## src/rtl/decode_ctrl.sv

```systemverilog
// decode_ctrl: queues instruction words and drives the decode unit one word at a time.
// Pop one cycle after push, capture DEC_LAT cycles after the pop; in_ready falls only when the FIFO is full.
module decode_ctrl #(
    parameter int W       = 16,
    parameter int DEPTH   = 4,
    parameter int DEC_LAT = 1
) (
    input  logic                   clk,
    input  logic                   rst,
    input  logic                   in_valid,
    output logic                   in_ready,
    input  logic [W-1:0]           in_word,
    input  logic                   in_sel,
    output logic [W-1:0]           dec_c,
    output logic                   dec_sel,
    input  logic [W-1:0]           dec_out,
    input  logic                   dec_asel,
    output logic                   out_valid,
    input  logic                   out_ready,
    output logic [W-1:0]           out_word,
    output logic                   out_asel,
    output logic [$clog2(DEPTH):0] count,
    output logic                   busy
);
    localparam int AW = $clog2(DEPTH);
    localparam int CW = AW + 1;
    localparam int LW = $clog2(DEC_LAT + 1);

    localparam logic [1:0] IDLE   = 2'd0;
    localparam logic [1:0] SETTLE = 2'd1;
    localparam logic [1:0] HOLD   = 2'd2;

    logic [W:0]    mem [DEPTH];
    logic [AW-1:0] wr_ptr;
    logic [AW-1:0] rd_ptr;
    logic [1:0]    state;
    logic [LW-1:0] lat_cnt;
    logic          push;
    logic          pop;
    logic          full;
    logic          has_word;

    // in_ready depends only on registered occupancy, so a same-cycle pop never frees a slot.
    assign full     = (count == CW'(DEPTH));
    assign has_word = (count != '0);
    assign in_ready = !rst && !full;
    assign push     = in_valid && in_ready;
    assign pop      = has_word && ((state == IDLE) || ((state == HOLD) && out_ready));
    assign busy     = (state != IDLE) || has_word;

    always_ff @(posedge clk) begin
        if (push) begin
            mem[wr_ptr] <= {in_sel, in_word};
        end
    end

    always_ff @(posedge clk) begin
        if (rst) begin
            wr_ptr <= '0;
            rd_ptr <= '0;
            count  <= '0;
        end else begin
            if (push) begin
                wr_ptr <= wr_ptr + 1'b1;
            end
            if (pop) begin
                rd_ptr <= rd_ptr + 1'b1;
            end
            case ({push, pop})
                2'b10:   count <= count + 1'b1;
                2'b01:   count <= count - 1'b1;
                default: count <= count;
            endcase
        end
    end

    always_ff @(posedge clk) begin
        if (rst) begin
            state     <= IDLE;
            lat_cnt   <= '0;
            dec_c     <= '0;
            dec_sel   <= 1'b0;
            out_valid <= 1'b0;
            out_word  <= '0;
            out_asel  <= 1'b0;
        end else begin
            // Decode inputs move only on a pop, so they are stable for the whole settle window.
            if (pop) begin
                dec_c   <= mem[rd_ptr][W-1:0];
                dec_sel <= mem[rd_ptr][W];
                lat_cnt <= LW'(DEC_LAT);
            end
            case (state)
                IDLE: begin
                    if (pop) begin
                        state <= SETTLE;
                    end
                end
                SETTLE: begin
                    if (lat_cnt == LW'(1)) begin
                        out_word  <= dec_out;
                        out_asel  <= dec_asel;
                        out_valid <= 1'b1;
                        state     <= HOLD;
                    end else begin
                        lat_cnt <= lat_cnt - 1'b1;
                    end
                end
                HOLD: begin
                    if (out_ready) begin
                        out_valid <= 1'b0;
                        state     <= pop ? SETTLE : IDLE;
                    end
                end
                default: state <= IDLE;
            endcase
        end
    end
endmodule
```

## config.mk

```make
export PLATFORM = sky130hd
export DESIGN_NAME = decode_ctrl
export DESIGN_NICKNAME = d
export VERILOG_FILES = /design/src/rtl/decode_ctrl.sv
export SDC_FILE = /design/constraint.sdc
export NUM_CORES = 1
export LEC_CHECK = 0
export BUFFER_PORTS_ARGS = -buffer_cell sky130_fd_sc_hd__buf_2
export CAP_MARGIN = 40
export CELL_PAD_IN_SITES_DETAIL_PLACEMENT = 1
export CELL_PAD_IN_SITES_GLOBAL_PLACEMENT = 1
export CORE_ASPECT_RATIO = 0.5
export CORE_MARGIN = 5
export CORE_UTILIZATION = 30
export CTS_BUF_LIST = sky130_fd_sc_hd__clkbuf_8
export CTS_CLUSTER_SIZE = 24
export DETAILED_ROUTE_END_ITERATION = 10
export PLACE_DENSITY = 0.68
export SLEW_MARGIN = 20
export SYNTH_ARGS = -nofsm -noshare
export SYNTH_HDL_FRONTEND = slang
export SYNTH_SLANG_ARGS = --single-unit
```

## constraint.sdc

```tcl
create_clock -name clk -period 2.3 [get_ports clk]
set_input_delay 0.115 -clock clk [delete_from_list [all_inputs] [get_ports clk]]
set_output_delay 0.115 -clock clk [all_outputs]
set_load 0.01 [all_outputs]
```

==> results.toml <==
[critical_path]
cp_common_cell = "or3_1"
ff2ff_path_depth = 8
critPathMaxFanout = 3
cp-start-kind = "register"
cpMaxStageDelayCell = "or3_1"
critPathCaptureType = "register"
worstReg2RegEnd = "count[2]"
r2r_setup_slack_ns = 0.13
worst-path-buf-inv = 1
worst_ep_required_time_ns = 2.65
reg2reg_from = "count[0]"
cp.arrival_ns = 2.52
cp_cell_sequence = "or3_1, nand3_1, inv_1, ha_1, fa_1, xnor2_1, or3_1, a21oi_1"
critPathTopFamily = "simple AND/OR/NAND/NOR gates"
crit_type = "reg -> reg"
crit_path_max_incr_delay_ns = 0.39

[placement]
gp_congestion = 0.713
dp_hpwl_microns = 6420
placement.io_buffers = 77
post-place-cells = 580

[grt]
overflow = 0
grt_pass1_wl_microns = 16800
grt_max_degree = 48
grt_usage_pct = 12.5
grt_pass1_vias = 3140
antenna_found_initial = 0

[timing]
maxSlewViolCount = 0
hold_viol = 0
finalSetupTns_ns = 0
rsz0062_at_grt = "false"
period_share_pct = 94.5
tightest_slew_ns = 0.670
clock.fmax_mhz = 460
setup_viol = 0
fin_worst_skew_ns = 0.0171
min_period_ns = 2.17
max_slew_margin_pct = 55.4
hold_slack_ns = 0.0412

[yosys]
ys_seq_elements = 113
yosys.area.top_type_share_pct = 46.0
synth_area_leader_cell = "edfxtp_1"
synth_common_cells = "edfxtp_1, dfxtp_1, a21oi_1, nand2_1, o31ai_1"
synth_edf_count = 68
synth_flop_cell = "edfxtp_1"
synth_area_per_cell_sq_um = 14.2
synth_most_common_cell = "edfxtp_1"
syn_nets = 357
yosysUniqueCellTypes = 34
ys_seq_area_share_pct = 66.4
synth_area_leaders = "edfxtp_1, dfxtp_1, mux4_2"
synthCells = 313
synthArstFlopShare_pct = 0
yosys_warnings = 0
netlist_area_sq_um = 4430

[layout]
final_nets = 479
fin_util_pct = 39.9
multi_input_area_sq_um = 1310
seqCellArea_sq_um = 2940
fillerInstances = 1551
layoutNonFillerInstCount = 646
syn2layout_area_growth_pct = 30.3
antennaDiodeCount = 0
drive_above_1_share_pct = 33.3

[die]
die_x_microns = 182
die_y_microns = 96.0
start_util_pct = 30.6
io_pins = 78
dieArea_sq_um = 17500
num_rows = 31
coreArea_sq_um = 14500

[pwr]
power.density_nw_per_um2 = 1090
vdd_ir_drop_max_v = 0.000397
power.leakage_nw = 2.17

[clock_network]
numCtsBuffers = 17
cts_tree = "yes"
cts_max_path_buffers = 2
clk_latency_ns = 0.43
cts_htree_levels = 4
cts-root-buf = "clkbuf_8"
cts.sinks = 113
clkTransAtPathRegs_ns = 0.08
post_cts_buffers = 0
ctsResizeCount = 0

[drt]
met1Wirelength_microns = 4920
vias_per_cell = 4.61
final_antenna_net_count = 0
wl_per_cell_microns = 16.2
dr.pass1.iters = 4
routed-wl-met2_microns = 5010
drc_errors = 0
wl_met3_microns = 411
vias = 2980
top_layer = "met4"
drt_wl_total_microns = 10500
drt_iter0_drc = 187

[outcome]
status = "completed"

[min_path]
whs_endpoint = "state[1]"
hold_path_class = "in -> reg"
hold_depth = 3
worstHoldStart = "out_ready"

[flow_run]
maxCapViolCount = 0
## kinds of logic after synthesis
| family | share of synthesized area [%] |
|---|---|
| fa+ha+maj | 1.86 |
| flops | 66.4 |
| buf+inv | 4.29 |
| mux | 9.59 |
| simple gates | 9.51 |
| xor+xnor | 0.395 |
| compound gates | 7.99 |
## metrics by stage
stage	power [mW]	area, sq um	setup WS (ns)
floorplan	3.85	4430	0.0255
global placement	4.32	5030	0.185
detailed placement	4.37	5030	0.131
CTS	6.37	5780	0.100
global route	6.66	5780	0.0251
finish	6.27	5780	0.126
## layout by cell type, fill, tap and decap left out, types with 3 or more instances in the layout
master,instances
and2_1,4
nor2_1,6
buf_4,17
clkbuf_8,17
or3_1,4
inv_1,5
dfxtp_1,45
ha_1,5
mux4_2,17
edfxtp_1,68
o31ai_1,18
buf_2,77
inv_6,8
nand2_1,34
nand4_1,17
nand2b_1,3
dlygate4sd3_1,34
a21oi_1,41
## repair_timing
| item | in CTS | in global routing |
|---|---|---|
| endpoints found under the hold margin | 85 | 0 |
| endpoints found under the setup margin | 0 | 0 |
| hold buffers | 34 | 0 |
## worst reg2reg max path: cells and delay by family, from the launching register on
kind | cells | cell delay (ns)
flip-flops | 1 | 0.31
AND/OR/NAND/NOR | 3 | 0.85
buffers and inverters | 1 | 0.07
AO/OA/AOI/OAI | 1 | 0.14
adder cells (fa/ha/maj) | 2 | 0.61
XOR/XNOR | 1 | 0.14
## registers in the layout, summed over array words and instances, names as in the netlist
name / count
dec_c: 16
dec_sel: 1
wr_ptr: 2
rd_ptr: 2
count: 3
state: 2
out_word: 16
mem: 68
out_asel: 1
lat_cnt: 1
out_valid: 1
## worst max path at each step
stage                     cells after the start  endpoint  startpoint
after floorplan                               9  count[2]    count[0]
after global placement                        8  count[2]    count[0]
after detailed placement                      8  count[2]    count[0]
after CTS                                     8  count[2]    count[0]
after global routing                          8  count[2]    count[0]
final                                         8  count[2]    count[0]
## per-layer routing
layer	global-route usage, %	vias up
met5	0	-
met4	4.68	0
met3	3.02	14
met2	21.2	61
met1	15.7	1477
li1	-	1428
## area by class of cell
cell class / instances / share of cell area, %
flip-flops and latches: 113 / 50.9
multi-input cells: 169 / 22.6
repair buffers: 128 / 14.8
well taps: 198 / 4.29
clock buffers: 17 / 4.05
clock inverters: 15 / 2.97
inverters: 6 / 0.390
## power by group
group / leakage [nW] / switching [mW] / internal (mW)
sequential: 0.985 / 0.138 / 2.43
combinational: 0.977 / 1.01 / 0.767
clock: 0.205 / 0.934 / 0.998
No activity file was read; power rests on OpenSTA's default activity.
